--- src/rtl/exec_multiplier_pipe_if.sv ---
// Operation encodings and the issue/result bundle between the execute stage
// and the pipelined multiplier.
package exec_mul_pkg;
  typedef enum logic [2:0] {
    ALUOP_ALU = 3'd0,
    ALUOP_MUL = 3'd1,
    ALUOP_DIV = 3'd2,
    ALUOP_LS  = 3'd3,
    ALUOP_BR  = 3'd4
  } aluop_t;

  typedef enum logic [3:0] {
    ALU_ADD    = 4'd0,
    ALU_SUB    = 4'd1,
    ALU_AND    = 4'd2,
    ALU_OR     = 4'd3,
    ALU_MUL    = 4'd8,
    ALU_MULH   = 4'd9,
    ALU_MULHSU = 4'd10,
    ALU_MULHU  = 4'd11
  } alucontrol_t;
endpackage

interface exec_multiplier_pipe_if #(
  parameter int XLEN  = 32,
  parameter int TAG_W = 5
);
  logic                      flush;
  logic                      stall;
  logic                      ex_fire;
  exec_mul_pkg::aluop_t      aluop;
  exec_mul_pkg::alucontrol_t alucontrol;
  logic [XLEN-1:0]           in_a;
  logic [XLEN-1:0]           in_b;
  logic [TAG_W-1:0]          in_tag;
  logic                      mul_valid;
  logic [XLEN-1:0]           mulresult;
  logic [TAG_W-1:0]          mul_tag;
  logic                      mul_busy;

  modport master (
    output flush, stall, ex_fire, aluop, alucontrol, in_a, in_b, in_tag,
    input  mul_valid, mulresult, mul_tag, mul_busy
  );
  modport slave (
    input  flush, stall, ex_fire, aluop, alucontrol, in_a, in_b, in_tag,
    output mul_valid, mulresult, mul_tag, mul_busy
  );
endinterface

--- src/rtl/exec_multiplier_pipe.sv ---
// Fully pipelined RV32M/RV64M multiplier: stage 1 captures extended operands,
// the product is registered through the middle stages, the output register selects the half.
module exec_multiplier_pipe
  import exec_mul_pkg::*;
#(
  parameter int XLEN   = 32,
  parameter int STAGES = 3,
  parameter int TAG_W  = 5
) (
  input logic                   clk,
  input logic                   start,
  exec_multiplier_pipe_if.slave mif
);
  localparam int PW = 2 * XLEN;

  if ((XLEN != 32 && XLEN != 64) || STAGES < 2) begin : g_bad_param
    $error("exec_multiplier_pipe: XLEN must be 32/64 and STAGES >= 2");
  end

  typedef struct packed {
    alucontrol_t      op;
    logic [TAG_W-1:0] tag;
  } ctl_t;

  logic              accept;
  logic [STAGES:1]   vld_pipe;
  ctl_t              ctl_q [1:STAGES-1];
  logic              sgn_a, sgn_b;
  logic [XLEN:0]     ext_a, ext_b, a1, b1;
  logic [PW+1:0]     prod_full;
  logic [PW-1:0]     prod_last;
  logic [XLEN-1:0]   sel, res_q;
  logic [TAG_W-1:0]  tag_q;
  logic              unused_prod_hi;

  assign accept = mif.ex_fire && (mif.aluop == ALUOP_MUL) && !mif.stall && !mif.flush;

  // rs1 is unsigned only for MULHU; rs2 is signed only for MUL/MULH
  assign sgn_a = (mif.alucontrol != ALU_MULHU);
  assign sgn_b = (mif.alucontrol == ALU_MUL) || (mif.alucontrol == ALU_MULH);
  assign ext_a = {sgn_a & mif.in_a[XLEN-1], mif.in_a};
  assign ext_b = {sgn_b & mif.in_b[XLEN-1], mif.in_b};

  always_ff @(posedge clk or negedge start) begin
    if (!start)              vld_pipe <= '0;
    else if (mif.flush)      vld_pipe <= '0;
    else if (!mif.stall)     vld_pipe <= {vld_pipe[STAGES-1:1], accept};
  end

  // Payload registers carry garbage under bubbles; only the valid bits matter.
  always_ff @(posedge clk) begin
    if (!mif.stall) begin
      a1       <= ext_a;
      b1       <= ext_b;
      ctl_q[1] <= '{op: mif.alucontrol, tag: mif.in_tag};
      for (int s = 2; s < STAGES; s++) ctl_q[s] <= ctl_q[s-1];
    end
  end

  // Signed (XLEN+1)^2 product via sign-extended unsigned multiply; top 2 bits dropped.
  assign prod_full = {{(XLEN+1){a1[XLEN]}}, a1} * {{(XLEN+1){b1[XLEN]}}, b1};
  assign unused_prod_hi = ^prod_full[PW+1:PW];

  if (STAGES > 2) begin : g_prod
    logic [PW-1:0] prod_q [2:STAGES-1];
    always_ff @(posedge clk) begin
      if (!mif.stall) begin
        prod_q[2] <= prod_full[PW-1:0];
        for (int s = 3; s < STAGES; s++) prod_q[s] <= prod_q[s-1];
      end
    end
    assign prod_last = prod_q[STAGES-1];
  end else begin : g_noprod
    assign prod_last = prod_full[PW-1:0];
  end

  always_comb begin
    sel = '0;
    case (ctl_q[STAGES-1].op)
      ALU_MUL:                         sel = prod_last[XLEN-1:0];
      ALU_MULH, ALU_MULHSU, ALU_MULHU: sel = prod_last[PW-1:XLEN];
      default:                         sel = '0;
    endcase
  end

  always_ff @(posedge clk or negedge start) begin
    if (!start) begin
      res_q <= '0;
      tag_q <= '0;
    end else if (mif.flush) begin
      res_q <= '0;
      tag_q <= '0;
    end else if (!mif.stall && vld_pipe[STAGES-1]) begin
      res_q <= sel;
      tag_q <= ctl_q[STAGES-1].tag;
    end
  end

  assign mif.mul_valid = vld_pipe[STAGES];
  assign mif.mulresult = res_q;
  assign mif.mul_tag   = tag_q;
  assign mif.mul_busy  = |vld_pipe[STAGES-1:1];
endmodule

--- src/flat_wrapper.sv ---
// flat-port wrapper written by rule: the top's interface ports become plain ports
module exec_multiplier_pipe_flat import exec_mul_pkg::*;
#(
  parameter int XLEN   = 32,
  parameter int STAGES = 3,
  parameter int TAG_W  = 5
)
  (clk, start, mif_flush, mif_stall, mif_ex_fire, mif_aluop, mif_alucontrol, mif_in_a, mif_in_b, mif_in_tag, mif_mul_valid, mif_mulresult, mif_mul_tag, mif_mul_busy);
  exec_multiplier_pipe_if #(.XLEN(XLEN), .TAG_W(TAG_W)) mif_i ();
  input logic clk;
  input logic start;
  input wire logic [$bits(mif_i.flush)-1:0] mif_flush;
  input wire logic [$bits(mif_i.stall)-1:0] mif_stall;
  input wire logic [$bits(mif_i.ex_fire)-1:0] mif_ex_fire;
  input wire logic [$bits(mif_i.aluop)-1:0] mif_aluop;
  input wire logic [$bits(mif_i.alucontrol)-1:0] mif_alucontrol;
  input wire logic [$bits(mif_i.in_a)-1:0] mif_in_a;
  input wire logic [$bits(mif_i.in_b)-1:0] mif_in_b;
  input wire logic [$bits(mif_i.in_tag)-1:0] mif_in_tag;
  output wire logic [$bits(mif_i.mul_valid)-1:0] mif_mul_valid;
  output wire logic [$bits(mif_i.mulresult)-1:0] mif_mulresult;
  output wire logic [$bits(mif_i.mul_tag)-1:0] mif_mul_tag;
  output wire logic [$bits(mif_i.mul_busy)-1:0] mif_mul_busy;
  assign mif_i.flush = mif_flush;
  assign mif_i.stall = mif_stall;
  assign mif_i.ex_fire = mif_ex_fire;
  assign mif_i.aluop = mif_aluop;
  assign mif_i.alucontrol = mif_alucontrol;
  assign mif_i.in_a = mif_in_a;
  assign mif_i.in_b = mif_in_b;
  assign mif_i.in_tag = mif_in_tag;
  assign mif_mul_valid = mif_i.mul_valid;
  assign mif_mulresult = mif_i.mulresult;
  assign mif_mul_tag = mif_i.mul_tag;
  assign mif_mul_busy = mif_i.mul_busy;
  exec_multiplier_pipe #(.XLEN(XLEN), .STAGES(STAGES), .TAG_W(TAG_W)) u_core (.clk(clk), .start(start), .mif(mif_i));
endmodule
--- config.mk ---
export PLATFORM = sky130hd
export DESIGN_NAME = exec_multiplier_pipe_flat
export DESIGN_NICKNAME = d
export VERILOG_FILES = /design/src/rtl/exec_multiplier_pipe_if.sv /design/src/rtl/exec_multiplier_pipe.sv /design/src/flat_wrapper.sv
export SDC_FILE = /design/constraint.sdc
export NUM_CORES = 2
export LEC_CHECK = 0
export CORE_ASPECT_RATIO = 1.5
export CORE_MARGIN = 1
export CORE_UTILIZATION = 45
export DETAILED_ROUTE_END_ITERATION = 7
export GPL_TIMING_DRIVEN = 0
export MAX_ROUTING_LAYER = met4
export PLACE_DENSITY = 0.63
export SLEW_MARGIN = 25
export SYNTH_ARGS = -nofsm -noshare
export SYNTH_HDL_FRONTEND = slang
export SYNTH_SLANG_ARGS = --single-unit
--- constraint.sdc ---
create_clock -name clk -period 9.4 [get_ports clk]
set_clock_uncertainty 0.15 [all_clocks]
set_input_delay 2.82 -clock clk [delete_from_list [all_inputs] [get_ports clk]]
set_output_delay 2.82 -clock clk [all_outputs]
set_load 0.02 [all_outputs]
# After elaboration in Yosys (flattened, before gate mapping)
# Memories as Yosys holds them, arrays and structs flattened.
# Cells that the tools add are included.
[totals]
word_cells = 37
ram_bits = 82
regBits = 106
mem_count = 2
output_inout_bits = 39
in_bits = 81
[mem_list]
columns = ["memory", "depth", "word_bits", "rd", "rd_ports_with_merged_regs", "write_ports", "line", "source"]
rows = [
  ["u_core.g_prod.prod_q", 1, 64, 1, 0, 1, "exec_multiplier_pipe.sv:65", "logic [PW-1:0] prod_q [2:STAGES-1];"],
  ["u_core.ctl_q", 2, 9, 2, 0, 2, "exec_multiplier_pipe.sv:27", "ctl_t ctl_q [1:STAGES-1];"],
]
[op_classes]
bitwise_logic = 2
multipliers = 1
n_reduce_logical = 10
eq_ne = 9
muxes = 8
[ops]
columns = ["operator", "n"]
rows = [
  ["$mul A33 B33 Y64", 1],
  ["$mux W32", 2],
  ["$pmux W32 S2", 1],
  ["$eq A4 B4 Y1 const B", 6],
  ["$mux W5", 2],
  ["$mux W3", 2],
  ["$logic_and A1 B1 Y1", 4],
  ["$ne A4 B4 Y1 const B", 1],
  ["$eq A3 B1 Y1 const B", 1],
  ["$reduce_or A3 Y1", 1],
  ["$and A1 B1 Y1", 2],
  ["$logic_not A1 Y1", 2],
  ["$ne A2 B2 Y1 const B", 1],
  ["$reduce_bool A2 Y1", 1],
  ["$reduce_or A2 Y1", 1],
  ["$logic_or A1 B1 Y1", 1],
  ["$mux W1", 1],
]

# Logic depth before layout (Yosys ltp)
[depth]
word_depth = 6
mapped_depth = 28
ltp_nobuf = 26

# Worst setup path before layout
# No wires, ideal clock.
[synth_timing]
path_type = "register to register"
startpoint = "reg u_core.a1[32]"
endpoint = "mem u_core.g_prod.prod_q[2][59] in the netlist's numbering (data pin)"
setup_ns = 0.264
required_ns = 8.986
arrival_time_ns = 7.616
setup_slack_ns = 1.370
path_stages_with_launch = 23
path_buffers = 1
synth_period_minus_slack_ns = 8.030
cell_sequence = "edfxtp_1 clkbuf_1 nand2_1 inv_1 fa_1 fa_1 fa_1 inv_1 fa_1 inv_1 fa_1 fa_1 fa_1 fa_1 ha_1 nand4_1 nor4_1 nor3b_1 and4bb_1 nor3_2 o31ai_2 a21oi_1 xnor2_1"
[synth_between]
elab_chain_cells = 1
[synth_rtl]
columns = ["item", "line", "source"]
rows = [
  ["start: declaration", "exec_multiplier_pipe.sv:29", "logic [XLEN:0] ext_a, ext_b, a1, b1;"],
  ["start signal: assignment", "exec_multiplier_pipe.sv:53", "a1 <= ext_a;"],
  ["$mul A33 B33 Y64", "exec_multiplier_pipe.sv:61", "assign prod_full = {{(XLEN+1){a1[XLEN]}}, a1} * {{(XLEN+1){b1[XLEN]}}, b1};"],
  ["via u_core.prod_full[59]", "exec_multiplier_pipe.sv:30", "logic [PW+1:0] prod_full;"],
  ["end: declaration", "exec_multiplier_pipe.sv:65", ""],
]
# The timed path passes the listed nets, and every way through them passes these cells.

# Final worst setup path
[layout_timing]
startpoint = "reg u_core.b1[25]"
endpoint = "mem u_core.g_prod.prod_q[2][59] in the netlist's numbering (data pin)"
[layout_between]
elab_chain_cells = 1
[layout_rtl]
columns = ["item", "line", "source"]
rows = [
  ["start: declaration", "exec_multiplier_pipe.sv:29", ""],
  ["start signal: assignment", "exec_multiplier_pipe.sv:54", "b1 <= ext_b;"],
  ["$mul A33 B33 Y64", "exec_multiplier_pipe.sv:61", ""],
  ["via u_core.prod_full[59]", "exec_multiplier_pipe.sv:30", ""],
]
# The timed path passes the listed nets, and every way through them passes these cells.

==> flow_summary.toml <==
[sta]
unrepaired_setup_endpoints_after_global_routing = "yes"
setup_viol = 0
final-max-slew-violation-count = 0
timing.fmax_mhz = 108
timing.slew.headroom_pct = 20.9
final_min_period_over_clock_period_pct = 98.7
fin_crit_ns = 9.28
max_slew.worst_pin.slew_ns = 1.19
report.final.hold_viol_count = 0

[grt]
grt_start_max_net_pins = 84
grt_remaining_overflow = 0
grt_pass1_vias = 35800
grt_antenna_before_repair = 22
grt_pass1_wl_microns = 250000
grt.met1_usage_pct = 38.5
globalRouteMet2Util_pct = 59.8
globalRouteTotalUtil_pct = 37.7
gr-max-usage-layer = "met2"
globalRouteMet3Util_pct = 7.84

[synth]
synthDominantAreaCellType = "sky130_fd_sc_hd__fa_1"
synth.ff_latch_count = 188
synth_fp_nets = 5889
synth.distinct_cells = 79
yosys_most_used_dff = "sky130_fd_sc_hd__edfxtp_1"
synth_seq_area_share_pct = 12.2
yosysWarningCount = 0
ys_async_sr_fraction_pct = 21.3
syn-mean-instance-area_sq_um = 9.98
netlist_area_sq_um = 44600
synth_top_area_share_pct = 50.5
synth_top_cells_by_area = "sky130_fd_sc_hd__fa_1 (50%), sky130_fd_sc_hd__edfxtp_1 (10%), sky130_fd_sc_hd__inv_1 (9.2%)"
post_synth_inst_count = 4471
synth-edff-count = 148

[routing]
firstDrtPassIters = 5
first_drt_iteration_drcs = 2573
via_per_inst = 5.53
detailroute.via_count = 32900
routedWlPerCell_microns = 29.6
detail-route-antenna-nets = 0
drt_drc = 0
wirelength_microns = 176000

[setup_path]
timing.critical_path.fanout_max = 10
worst-r2r-cell-count = 22
worstReg2RegEnd = "u_core.g_prod.prod_q[2][59]"
worstSetupStartpoint = "u_core.b1[25]"
required_ns = 9.51
worstPathArrival_ns = 9.39
worst_setup_slack_for_register_to_register_paths_ns = 0.12
cp-end-kind = "register"
setup.worst_path.start_class = "register"
crit-reg2reg-launch = "u_core.b1[25]"
timing.critical_path.to = "u_core.g_prod.prod_q[2][59]"
worstSetupPathType = "register to register"

[clocking]
cts-buffers-inserted = 17
cts_max_level = 4
post_cts_hold_buffer_count = 0
max-clock-path-buffers = 2
tritoncts_clock_tree = "done"
worst_skew_pair.late_latency_ns = 0.55
number_of_clock_sinks = 188
path_clk_slew_ns = 0.10
cts-root-buf = "sky130_fd_sc_hd__clkbuf_16"

[floorplanning]
boundaryPins = 120
die_height_microns = 388
die_w_microns = 259
coreArea_sq_um = 98400
num_rows = 141
die_area_sq_um = 100000
start_util_pct = 45.3

[placement]
placed_cell_area_sq_um = 47500
place.detailed.hpwl_microns = 146000
gpl.final_weighted_congestion = 1.06
io_buffer_count = 119

[cells_and_area]
fillCellCount = 9398
final_layout_size_suffix_gt1_share_pct = 3.99
finalInstanceArea_sq_um = 48600
flow.area_growth_from_synthesis_pct = 8.92
final_net_count = 6047

[run]
drv.max_cap_violation_count = 0

[min_path]
holdCritPathClass = "register to register"

[run_status]
run_status = "completed"
-- layout make-up --
| class | count | area (sq um) | area share [%] |
|---|---|---|---|
| diodes | 26 | 65.1 | 0.134 |
| plain buffers | 227 | 986 | 2.03 |
| clock buffers | 17 | 425 | 0.875 |
| clock inverters | 15 | 226 | 0.466 |
| inverters | 1098 | 4130 | 8.50 |
| multi-input cells | 2958 | 34200 | 70.5 |
| flip-flops and latches | 188 | 5450 | 11.2 |
| well taps | 1287 | 1610 | 3.31 |
| repair buffers | 139 | 1470 | 3.03 |
-- how the worst min path moves through the flow --
stage / startpoint / to / slack [ns] / depth (start not counted)
detailed placement: u_core.ctl_q[1][7] / u_core.ctl_q[2][7] / 0.25 / 0
finish: u_core.ctl_q[1][3] / u_core.ctl_q[2][3] / 0.27 / 0
global placement: u_core.ctl_q[1][7] / u_core.ctl_q[2][7] / 0.25 / 0
CTS: u_core.ctl_q[1][0] / u_core.ctl_q[2][0] / 0.27 / 0
global route: u_core.ctl_q[1][0] / u_core.ctl_q[2][0] / 0.28 / 0
floorplan: u_core.ctl_q[1][0] / u_core.ctl_q[2][0] / 0.25 / 0
-- layer usage --
layer | routed length (microns) | up-vias
met4 | 22200 | 0
met1 | 55600 | 17100
met5 | 0 | -
met3 | 13800 | 774
met2 | 84800 | 1669
li1 | - | 13400
-- synth_stat cells, types with 3 or more instances --
| master | instances |
|---|---|
| sky130_fd_sc_hd__a22o_1 | 5 |
| sky130_fd_sc_hd__clkbuf_1 | 218 |
| sky130_fd_sc_hd__a211o_1 | 3 |
| sky130_fd_sc_hd__and4_1 | 3 |
| sky130_fd_sc_hd__nor2_1 | 42 |
| sky130_fd_sc_hd__a22oi_1 | 32 |
| sky130_fd_sc_hd__nor3_1 | 12 |
| sky130_fd_sc_hd__nand4_1 | 11 |
| sky130_fd_sc_hd__o21ai_1 | 3 |
| sky130_fd_sc_hd__o21ai_0 | 58 |
| sky130_fd_sc_hd__and3_1 | 5 |
| sky130_fd_sc_hd__nor4_1 | 4 |
| sky130_fd_sc_hd__nand2b_1 | 16 |
| sky130_fd_sc_hd__o311ai_2 | 3 |
| sky130_fd_sc_hd__or2_2 | 3 |
| sky130_fd_sc_hd__inv_1 | 1098 |
| sky130_fd_sc_hd__o21bai_1 | 14 |
| sky130_fd_sc_hd__a31oi_1 | 7 |
| sky130_fd_sc_hd__nand2_1 | 581 |
| sky130_fd_sc_hd__nor2b_1 | 28 |
| sky130_fd_sc_hd__mux2i_1 | 4 |
| sky130_fd_sc_hd__a21o_1 | 34 |
| sky130_fd_sc_hd__fa_1 | 1125 |
| sky130_fd_sc_hd__edfxtp_1 | 148 |
| sky130_fd_sc_hd__a211oi_1 | 6 |
| sky130_fd_sc_hd__buf_2 | 3 |
| sky130_fd_sc_hd__and2_1 | 544 |
| sky130_fd_sc_hd__ha_1 | 212 |
| sky130_fd_sc_hd__o211ai_1 | 7 |
| sky130_fd_sc_hd__xor2_1 | 22 |
| sky130_fd_sc_hd__nand3_1 | 11 |
| sky130_fd_sc_hd__xnor2_1 | 51 |
| sky130_fd_sc_hd__a21oi_1 | 56 |
| sky130_fd_sc_hd__dfrtp_1 | 40 |
-- flip-flops by register name, indices dropped and copies added, names as in the netlist --
name	count
u_core.ctl_q	18
u_core.vld_pipe	3
u_core.mif.mulresult	32
u_core.a1	33
u_core.b1	33
u_core.g_prod.prod_q	64
u_core.mif.mul_tag	5
-- placed cells by master (no fill, tap or decap), types with 11 or more instances in the layout --
cell                              count
sky130_fd_sc_hd__fa_1              1114
sky130_fd_sc_hd__inv_1             1097
sky130_fd_sc_hd__nand2_1            581
sky130_fd_sc_hd__and2_1             544
sky130_fd_sc_hd__ha_1               212
sky130_fd_sc_hd__edfxtp_1           148
sky130_fd_sc_hd__clkbuf_1           140
sky130_fd_sc_hd__clkdlybuf4s50_1    118
sky130_fd_sc_hd__clkbuf_2            74
sky130_fd_sc_hd__o21ai_0             58
sky130_fd_sc_hd__a21oi_1             56
sky130_fd_sc_hd__xnor2_1             50
sky130_fd_sc_hd__nor2_1              42
sky130_fd_sc_hd__dfrtp_1             40
sky130_fd_sc_hd__a21o_1              34
sky130_fd_sc_hd__a22oi_1             32
sky130_fd_sc_hd__nor2b_1             28
sky130_fd_sc_hd__diode_2             26
sky130_fd_sc_hd__xor2_1              21
sky130_fd_sc_hd__clkbuf_16           17
sky130_fd_sc_hd__nand2b_1            16
sky130_fd_sc_hd__o21bai_1            14
sky130_fd_sc_hd__nor3_1              12
sky130_fd_sc_hd__nand4_1             11
sky130_fd_sc_hd__nand3_1             11
sky130_fd_sc_hd__fa_2                11
sky130_fd_sc_hd__buf_4               11
-- through the flow --
stage / TNS [ns] / setup WS (ns) / utilization (%) / instances / hold WS [ns]
finish: 0 / 0.125 / 49.4 / 5955 / 0.271
global placement: -44.35 / -1.65 / 48.2 / 5877 / 0.253
global route: -0.0752 / -0.0752 / 49.3 / 5944 / 0.279
detailed placement: -7.64 / -1.25 / 48.3 / 5880 / 0.255
CTS: 0 / 0.00190 / 49.1 / 5922 / 0.272
floorplan: 0 / 1.37 / - / 4471 / 0.250
-- logic make-up after synthesis --
| group | share of synthesized area [%] |
|---|---|
| multiplexers | 0.0898 |
| AND/OR/NAND/NOR | 14.6 |
| flip-flops | 12.2 |
| AO/OA/AOI/OAI | 4.07 |
| buffers and inverters | 11.2 |
| adder cells (fa/ha/maj) | 56.4 |
| XOR/XNOR | 1.43 |
-- critical path, stage by stage (launching register included) --
cell	delay, ns
sky130_fd_sc_hd__edfxtp_1	0.73
sky130_fd_sc_hd__clkbuf_1	0.77
sky130_fd_sc_hd__nand2_1	0.23
sky130_fd_sc_hd__fa_1	0.60
sky130_fd_sc_hd__inv_1	0.07
sky130_fd_sc_hd__fa_1	0.49
sky130_fd_sc_hd__fa_1	0.61
sky130_fd_sc_hd__fa_1	0.47
sky130_fd_sc_hd__fa_1	0.53
sky130_fd_sc_hd__fa_1	0.44
sky130_fd_sc_hd__fa_1	0.49
sky130_fd_sc_hd__inv_1	0.05
sky130_fd_sc_hd__fa_2	0.72
sky130_fd_sc_hd__inv_1	0.09
sky130_fd_sc_hd__ha_1	0.42
sky130_fd_sc_hd__nand4_1	0.26
sky130_fd_sc_hd__nor4_2	0.42
sky130_fd_sc_hd__nor3b_2	0.30
sky130_fd_sc_hd__and4bb_1	0.33
sky130_fd_sc_hd__nor3_2	0.10
sky130_fd_sc_hd__o31ai_2	0.32
sky130_fd_sc_hd__a21oi_1	0.16
sky130_fd_sc_hd__xnor2_2	0.19
-- timing repair --
action | CTS | global route
setup endpoints to repair | 17 | 17
buffers inserted | 10 | 7
resized for setup | 50 | 87
gates cloned | 0 | 0
pin swaps | 2 | 2
hold endpoints to repair | 0 | 0
Power is left out: the tool's default activity adds up to more than one toggle a clock period on the data nets, which glitch-free logic cannot reach.
